<file path="config.mk">
export PLATFORM = sky130hd
export DESIGN_NAME = mips_io_port_flat
export DESIGN_NICKNAME = d
export VERILOG_FILES = /design/src/rtl/mips_pkg.sv /design/src/rtl/mips_io_port_if.sv /design/src/rtl/mips_io_port_fifo.sv /design/src/rtl/mips_io_port.sv /design/src/flat_wrapper.sv
export SDC_FILE = /design/constraint.sdc
export NUM_CORES = 1
export LEC_CHECK = 0
export BUFFER_PORTS_ARGS = -buffer_cell sky130_fd_sc_hd__clkbuf_2
export CAP_MARGIN = 20
export CORE_MARGIN = 2
export CORE_UTILIZATION = 39
export CTS_BUF_LIST = sky130_fd_sc_hd__clkbuf_4 sky130_fd_sc_hd__clkbuf_8
export DETAILED_ROUTE_END_ITERATION = 8
export MAX_ROUTING_LAYER = met4
export PLACE_DENSITY = 0.66
export SETUP_SLACK_MARGIN = 0.1
export SLEW_MARGIN = 20
export SYNTH_ARGS = -nofsm -noshare
export SYNTH_HDL_FRONTEND = slang
export SYNTH_SLANG_ARGS = --single-unit
</file>
<file path="constraint.sdc">
create_clock -name CLK -period 5.13 [get_ports CLK]
set_input_delay 0.2565 -clock CLK [delete_from_list [all_inputs] [get_ports CLK]]
set_output_delay 0.2565 -clock CLK [all_outputs]
set_load 0.005 [all_outputs]
</file>
<file path="src/rtl/mips_pkg.sv">
// Constants shared by the control unit and the I/O port.
// The helper decodes which way an I/O instruction moves data.
package mips_pkg;

  localparam int          DATA_W      = 16;
  localparam logic [3:0]  OP_IO       = 4'b1100;
  localparam logic [2:0]  FUNK_IN     = 3'd1;
  localparam logic [1:0]  MEMTOREG_IO = 2'b10;

  typedef enum logic {
    IO_OUT = 1'b0,
    IO_IN  = 1'b1
  } io_dir_e;

  function automatic io_dir_e io_dir(input logic [2:0] funk);
    return (funk == FUNK_IN) ? IO_IN : IO_OUT;
  endfunction

endpackage

</file>
<file path="src/rtl/mips_io_port_if.sv">
// Device-side valid/ready streams of the I/O port.
// The master modport is the port itself; the slave modport is the external device.
interface mips_io_port_if
  import mips_pkg::*;
#(
  parameter int WIDTH = DATA_W
);

  logic [WIDTH-1:0] out_data;
  logic             out_valid;
  logic             out_ready;
  logic [WIDTH-1:0] in_data;
  logic             in_valid;
  logic             in_ready;

  modport master (
    output out_data,
    output out_valid,
    input  out_ready,
    input  in_data,
    input  in_valid,
    output in_ready
  );

  modport slave (
    input  out_data,
    input  out_valid,
    output out_ready,
    output in_data,
    output in_valid,
    input  in_ready
  );

endinterface

</file>
<file path="src/rtl/mips_io_port_fifo.sv">
// Power-of-two circular FIFO with registered occupancy; a push into a full
// FIFO is refused even when a pop happens in the same cycle.
module io_fifo
  import mips_pkg::*;
#(
  parameter int DEPTH = 4,
  parameter int WIDTH = DATA_W
) (
  input  logic                   CLK,
  input  logic                   Reset,
  input  logic                   push,
  input  logic                   pop,
  input  logic [WIDTH-1:0]       wdata,
  output logic [WIDTH-1:0]       rdata,
  output logic [$clog2(DEPTH):0] count,
  output logic                   full,
  output logic                   empty
);

  localparam int PTR_W = $clog2(DEPTH);

  logic [WIDTH-1:0] mem [DEPTH];
  logic [PTR_W-1:0] head;
  logic [PTR_W-1:0] tail;
  logic             do_push;
  logic             do_pop;

  assign full    = (count == (PTR_W + 1)'(DEPTH));
  assign empty   = (count == '0);
  assign do_push = push && !full;
  assign do_pop  = pop && !empty;
  assign rdata   = mem[head];

  // Storage is cleared on reset so the head reads as zero until written.
  always_ff @(posedge CLK or posedge Reset) begin
    if (Reset) begin
      head  <= '0;
      tail  <= '0;
      count <= '0;
      for (int i = 0; i < DEPTH; i++) begin
        mem[i] <= '0;
      end
    end else begin
      if (do_push) begin
        mem[tail] <= wdata;
        tail      <= tail + 1'b1;
      end
      if (do_pop) begin
        head <= head + 1'b1;
      end
      case ({do_push, do_pop})
        2'b10:   count <= count + 1'b1;
        2'b01:   count <= count - 1'b1;
        default: count <= count;
      endcase
    end
  end

endmodule

</file>
<file path="src/rtl/mips_io_port.sv">
// I/O responder for the multicycle core: buffers OUT data to a device and
// IN data from it, stalling the core on a full output or empty input FIFO.
module mips_io_port
  import mips_pkg::*;
#(
  parameter int DATA_W    = mips_pkg::DATA_W,
  parameter int OUT_DEPTH = 4,
  parameter int IN_DEPTH  = 2
) (
  input  logic                       CLK,
  input  logic                       Reset,
  input  logic                       OutputWrite,
  input  logic [DATA_W-1:0]          OutData,
  input  logic                       InputRead,
  output logic [DATA_W-1:0]          InData,
  output logic                       IOStall,
  mips_io_port_if.master             dev,
  output logic [$clog2(OUT_DEPTH):0] out_count,
  output logic [$clog2(IN_DEPTH):0]  in_count
);

  logic out_full;
  logic out_empty;
  logic in_full;
  logic in_empty;
  logic out_push;
  logic out_pop;
  logic in_push;

  // InputRead wins if the core ever asserts both strobes.
  assign out_push      = OutputWrite && !InputRead;
  assign out_pop       = dev.out_valid && dev.out_ready;
  assign dev.out_valid = !out_empty;
  assign dev.in_ready  = !in_full;
  assign in_push       = dev.in_valid && dev.in_ready;

  assign IOStall = !Reset &&
                   ((OutputWrite && (out_full || InputRead)) ||
                    (InputRead && in_empty));

  io_fifo #(
    .DEPTH (OUT_DEPTH),
    .WIDTH (DATA_W)
  ) u_out_fifo (
    .CLK   (CLK),
    .Reset (Reset),
    .push  (out_push),
    .pop   (out_pop),
    .wdata (OutData),
    .rdata (dev.out_data),
    .count (out_count),
    .full  (out_full),
    .empty (out_empty)
  );

  io_fifo #(
    .DEPTH (IN_DEPTH),
    .WIDTH (DATA_W)
  ) u_in_fifo (
    .CLK   (CLK),
    .Reset (Reset),
    .push  (in_push),
    .pop   (InputRead),
    .wdata (dev.in_data),
    .rdata (InData),
    .count (in_count),
    .full  (in_full),
    .empty (in_empty)
  );

endmodule
</file>
<file path="src/flat_wrapper.sv">
// flat-port wrapper written by rule: the top's interface ports become plain ports
module mips_io_port_flat import mips_pkg::*;
#(
  parameter int DATA_W    = mips_pkg::DATA_W,
  parameter int OUT_DEPTH = 4,
  parameter int IN_DEPTH  = 2
)
  (CLK, Reset, OutputWrite, OutData, InputRead, InData, IOStall, out_count, in_count, dev_out_data, dev_out_valid, dev_out_ready, dev_in_data, dev_in_valid, dev_in_ready);
  mips_io_port_if dev_i ();
  input  logic CLK;
  input  logic Reset;
  input  logic OutputWrite;
  input  logic [DATA_W-1:0] OutData;
  input  logic InputRead;
  output logic [DATA_W-1:0] InData;
  output logic IOStall;
  output logic [$clog2(OUT_DEPTH):0] out_count;
  output logic [$clog2(IN_DEPTH):0] in_count;
  output wire logic [$bits(dev_i.out_data)-1:0] dev_out_data;
  output wire logic [$bits(dev_i.out_valid)-1:0] dev_out_valid;
  input wire logic [$bits(dev_i.out_ready)-1:0] dev_out_ready;
  input wire logic [$bits(dev_i.in_data)-1:0] dev_in_data;
  input wire logic [$bits(dev_i.in_valid)-1:0] dev_in_valid;
  output wire logic [$bits(dev_i.in_ready)-1:0] dev_in_ready;
  assign dev_out_data = dev_i.out_data;
  assign dev_out_valid = dev_i.out_valid;
  assign dev_i.out_ready = dev_out_ready;
  assign dev_i.in_data = dev_in_data;
  assign dev_i.in_valid = dev_in_valid;
  assign dev_in_ready = dev_i.in_ready;
  mips_io_port #(.DATA_W(DATA_W), .OUT_DEPTH(OUT_DEPTH), .IN_DEPTH(IN_DEPTH)) u_core (.CLK(CLK), .Reset(Reset), .OutputWrite(OutputWrite), .OutData(OutData), .InputRead(InputRead), .InData(InData), .IOStall(IOStall), .dev(dev_i), .out_count(out_count), .in_count(in_count));
endmodule
</file>
After elaboration in Yosys (flattened, before gate mapping):

Cells that the tools add are included.

* register bits: 107
* latch bits: 0
* RAM bits: 0
* ROM bits: 0
* input port bits: 38
* output and inout port bits: 40
* word-level logic and storage cells: 74
* memories kept: 0

* $add $sub $neg: 8
* $mul: 0
* div/mod/pow operators: 0
* order comparisons: 6
* equal/unequal tests: 6
* shift operators: 0
* mux-type cells: 14
* bitwise operators: 4
* reduce and logical (&&, ||, !) cells: 24

Operators with widths (count)
* $mux 16: 7
* $bwmux 64: 1
* $bmux 16 s2: 1
* $bwmux 32: 1
* $demux 16 s2: 1
* $demux 16 s1: 1
* $logic_and 1x1->1: 12
* $add 2x1->2 const B: 3
* $eq 2x2->1 const B: 3
* $ge 3x3->1 const B: 2
* $logic_not 1->1: 6
* $not 2->3: 2
* $pmux 3 s2: 1
* $eq 2x1->1 const B: 2
* $ge 2x2->1 const B: 2
* $not 1->2: 2
* $pmux 2 s2: 1
* $reduce_bool 2->1: 2
* $add 3x1->3 const B: 1
* $eq 3x3->1 const B: 1
* $logic_not 3->1: 1
* $lt 3x1->1 const B: 1
* $sub 3x1->3 const B: 1
* $add 1x1->1 const B: 2
* 4 further kinds: 5

Longest topological paths before layout:

* depth after elaboration: 6
* gate-level depth with buffers: 9

By module:

Synthesis repeated with hierarchy kept, for this count alone.

* cell total of the unflattened synthesis: 305
* area, all modules: 5049.8 sq um

By module, submodules not included
* io_fifo (u_core.u_out_fifo): times used 1, cells each 193, area each 3355.7 sq um
* io_fifo (u_core.u_in_fifo): times used 1, cells each 104, area each 1651.6 sq um
* mips_io_port: times used 1, cells each 8, area each 42.5 sq um

Least setup slack after synthesis:

No wires, ideal clock.

* kind: reg2reg
* from: reg u_core.u_out_fifo.count[0]
* to: reg u_core.u_out_fifo.count[2]
* data arrival time: 1.931 ns
* setup slack: 3.120 ns
* cell stages (with the launch flop): 10
* path buffers: 0
* clock period less this slack: 2.010 ns
* cells stage by stage: dfrtp_1 nor3b_4 nor3b_1 inv_1 ha_1 inv_1 fa_1 xor2_1 nor2_1 xor2_1

* cells in the longest elaborated chain, start to end: 6

Ends and longest elaborated chain
* start: declaration: RTL line mips_io_port_fifo.sv:15 `output logic [$clog2(DEPTH):0] count,`
* start signal: assignment: RTL line mips_io_port_fifo.sv:52 `2'b10: count <= count + 1'b1;`
* start signal: assignment: RTL line mips_io_port_fifo.sv:53 `2'b01: count <= count - 1'b1;`
* start signal: assignment: RTL line mips_io_port_fifo.sv:54 `default: count <= count;`
* $logic_not 3->1: RTL line mips_io_port_fifo.sv:29 `assign empty = (count == '0);`
* $logic_not 1->1: RTL line mips_io_port_fifo.sv:31, mips_io_port.sv:33
* $logic_and 1x1->1: RTL line mips_io_port.sv:32 `assign out_pop = dev.out_valid && dev.out_ready;`
* $logic_and 1x1->1: RTL line mips_io_port_fifo.sv:31 `assign do_pop = pop && !empty;`
* $eq 2x1->1 or $eq 2x2->1 (tied branches): RTL line mips_io_port_fifo.sv:51 `case ({do_push, do_pop})`
* $pmux 3 s2 or $reduce_bool 2->1 (tied branches)

Several ways; a longest one is shown, not always the timed one.
A chain may end at the register's enable or synchronous reset.

Worst setup path in the final report:

* from: reg u_core.u_out_fifo.head[0]
* to: out dev_out_data[13]

* cells in the longest elaborated chain, start to end: 4

Ends and longest elaborated chain
* start: declaration: RTL line mips_io_port_fifo.sv:23 `logic [PTR_W-1:0] head;`
* start signal: assignment: RTL line mips_io_port_fifo.sv:49 `head <= head + 1'b1;`
* $not 2->3 (implied by the code): RTL line mips_io_port_fifo.sv:32 `assign rdata = mem[head];`
* $bmux 16 s2: RTL line mips_io_port_fifo.sv:32
* $mux 16 (implied by the code) (2 in a row): RTL line mips_io_port_fifo.sv:32
* end: declaration: RTL line flat_wrapper.sv:19 `output wire logic [$bits(dev_i.out_data)-1:0] dev_out_data;`

Every way passes these cells. The select of a mux whose other input is x is not followed.

==> metrics.csv <==
stage;metric;value;unit
floorplan;Starting Density;39.9;%
critical_path;Startpoint Class;register;
placed_design;pre-CTS setup slack;2900;ps
floorplan;Die Y;115;µm
clocking;Worst-path clk slew;100;ps
placed_design;Final Wtd Congestion;0.692;
final_layout;share of post-route cells with drive strength above 1;60.8;%
logic_synthesis;Synth async-reset ratio;100;%
logic_synthesis;Mapped Nets;344;
final_layout;Layout area overhead;16.1;%
status;status;complete, no violations;
logic_synthesis;#FFs+latches synth;107;
power;maximum vdd ir drop;0.326;mV
clocking;worst skew pair latency;390;ps
grt;vias in the first global route;2912;
critical_path;Critical Path Sink Type;output port;
floorplan;Die ar.;13100;µm²
routing;Final ANT Viol Nets;0;
clocking;CTS buffer count;9;
final_layout;nets;425;
logic_synthesis;Cell variety after synth;27;
logic_synthesis;synth top area cells;dfrtp_1 56%, mux2_2 27%, mux4_2 7.6%;
power;Internal Power;2.42;mW
critical_path;Critical Path Source;u_core.u_out_fifo.head[0]$_DFFE_PP0P_;
power;sw frac;31.3;%
grt;M3 GR Usage;4.29;%
job;max-cap violations;0;
sta;Slew @ Worst Pin;888;ps
power;PwrDens;637;nW/µm²
final_layout;final core occ;46.3;%
routing;DRT iter0 DRCs;76;
floorplan;I/O Pins;78;
grt;total global routing overflow;0;
routing;via count;2711;
grt;largest net degree at the start of global routing;58;
placed_design;post-detail-place hpwl;5970;µm
clocking;post-CTS setup buffers;0;
critical_path;Worst Setup EP;dev_out_data[13];
logic_synthesis;synthesized area per cell;15.9;µm²
floorplan;Cell Rows;40;
critical_path;r2r startpoint;u_core.u_out_fifo.count[0]$_DFFE_PP0P_;
sta;final setup fails;0;
critical_path;Max FO, Critical Path;12;
logic_synthesis;top_reg_cell synth;dfrtp_1;
grt;met2 Use GR;24.5;%
routing;vias per cell;5.10;
power;P_leak;2.47;nW
clocking;CTS H-tree depth;3;
grt;first-pass GRT wire length;14800;µm
critical_path;FF-to-FF path depth;9;
clocking;TritonCTS clock tree;built;
logic_synthesis;post-synthesis sequential area ratio;56.2;%
final_layout;diodes inserted;0;
final_layout;non-filler cells, final;532;
grt;initial antenna violation count;0;
grt;met1 Use GR;18.0;%
sta;Clock Skew;10.2;ps
logic_synthesis;number of synthesized flops with an enable pin;0;
sta;setup TNS;0;ps
clocking;clock root buffer;clkbuf_8;
placed_design;PortBufs;77;
final_layout;fin area;5540;µm²
sta;relative slew slack;40.8;%
floorplan;Die X;115;µm
placed_design;placed cell areas;5320;µm²
clocking;maximum clock path buffer count;2;
sta;final hold violation count;0;
critical_path;critical path class;register to output port;
grt;GR peak layer;met2;
clocking;clock sinks;107;
min_path;worst hold path type;primary input to register;
logic_synthesis;Mapped Cells;299;
routing;DRC;0;
sta;unrepaired setup endpoints after global routing;no;
grt;GRT Overall Usage;15.3;%
critical_path;R2R setup slack;2920;ps
sta;WHS;109;ps
sta;min Tclk post-route;2320;ps
logic_synthesis;post-synth top area cell;dfrtp_1;
floorplan;area of the core;12000;µm²
sta;Slew Limit Fails;0;
routing;Pre-Repair DR Iteration Count;4;
logic_synthesis;top-area cell type share of the netlist area;56.2;%
power;Combinational Power Share;40.2;%
sta;fin crit share;45.3;%
logic_synthesis;Ys Warns;0;
power;Overall Power;3.53;mW
sta;Max Freq;430;MHz
power;Flop pwr share;44.5;%
routing;Avg WL per Cell;16.9;µm
routing;routed wire length;9000;µm
critical_path;R2R Path End;u_core.u_out_fifo.count[2]$_DFFE_PP0P_;
critical_path;Worst EP arrival;2070;ps
placed_design;DP Cell Count;515;
critical_path;Required @ worst endpoint;4870;ps
sta;setup ws final;2810;ps
power;clock network fraction of total power;15.3;%
power;Sw Pwr;1.11;mW
logic_synthesis;Synth Cell Area;4770;µm²
Yosys cell counts, types with 3 or more instances:
master / number
clkbuf_1: 3
mux4_2: 16
nor3_2: 3
xor2_1: 5
ha_1: 6
nor2_1: 3
buf_2: 7
dfrtp_1: 107
inv_1: 7
buf_4: 3
nand2_1: 6
xnor2_1: 6
mux2_2: 113
layer usage:
layer	up-vias	part of all wire, %
li1	1240	-
met1	1395	45
met5	-	0
met4	0	1.8
met3	13	5.4
met2	63	48
sequential cells by signal (all words and copies together) (netlist names):
signal	count
u_core.u_in_fifo.count	2
u_core.u_out_fifo.count	3
u_core.u_out_fifo.tail	2
u_core.u_out_fifo.mem	64
u_core.u_in_fifo.tail	1
u_core.u_out_fifo.head	2
u_core.u_in_fifo.mem	32
u_core.u_in_fifo.head	1
power by group through the flow:
stage	clock network (mW)	registers [mW]	logic, mW
CTS	0.564	1.58	1.45
detailed placement	0	1.60	1.44
floorplan	0	1.45	1.08
global placement	0	1.56	1.42
global route	0.590	1.64	1.56
finish	0.540	1.57	1.42
how the worst min path moves through the flow:
stage	from	end	slack [ps]	depth (start not counted)
floorplan	dev_in_data[0]	u_core.u_in_fifo.mem[0]$_DFFE_PP0P_	410	1
global placement	Reset	u_core.u_in_fifo.count[1]$_DFFE_PP0P_	410	2
detailed placement	Reset	u_core.u_in_fifo.count[1]$_DFFE_PP0P_	420	2
CTS	dev_in_data[9]	u_core.u_in_fifo.mem[25]$_DFFE_PP0P_	80	2
global route	dev_in_data[8]	u_core.u_in_fifo.mem[24]$_DFFE_PP0P_	100	2
finish	dev_in_data[9]	u_core.u_in_fifo.mem[25]$_DFFE_PP0P_	110	2
layout by cell type (no fill, tap or decap), drive strengths merged, types with 5 or more instances in the layout:
cell type,synthesis,final
mux2,113,113
dfrtp,107,107
clkbuf,3,87
mux4,16,16
inv,7,9
nand2,6,6
xnor2,6,6
ha,6,6
buf,11,6
xor2,5,5
critical path, cell delays in order (launching register included):
cell	delay, ps
dfrtp_1	650
buf_4	350
mux4_2	540
clkbuf_2	140
cells by family after synthesis:
logic type | Yosys count | share of synthesized area (%)
compound gates | 3 | 0.393
xor+xnor | 11 | 2.02
fa+ha+maj | 7 | 1.99
buf+inv | 21 | 2.23
flops | 107 | 56.2
mux | 130 | 34.5
simple gates | 20 | 2.76
repair_timing:
action / CTS / global route
endpoints found under the hold margin: 48 / 0
hold buffers: 1 / 0
resized for setup: 0 / 0
layout make-up:
cell class	count	area, µm²
sequential	107	2680
timing repair buffer	84	440
inverter	7	28.8
fill	1074	6420
tap	147	184
clock buffer	10	138
clock inverter	6	70.1
multi-input combinational	171	2000
Note: power is estimated with default switching activity, not from simulation.
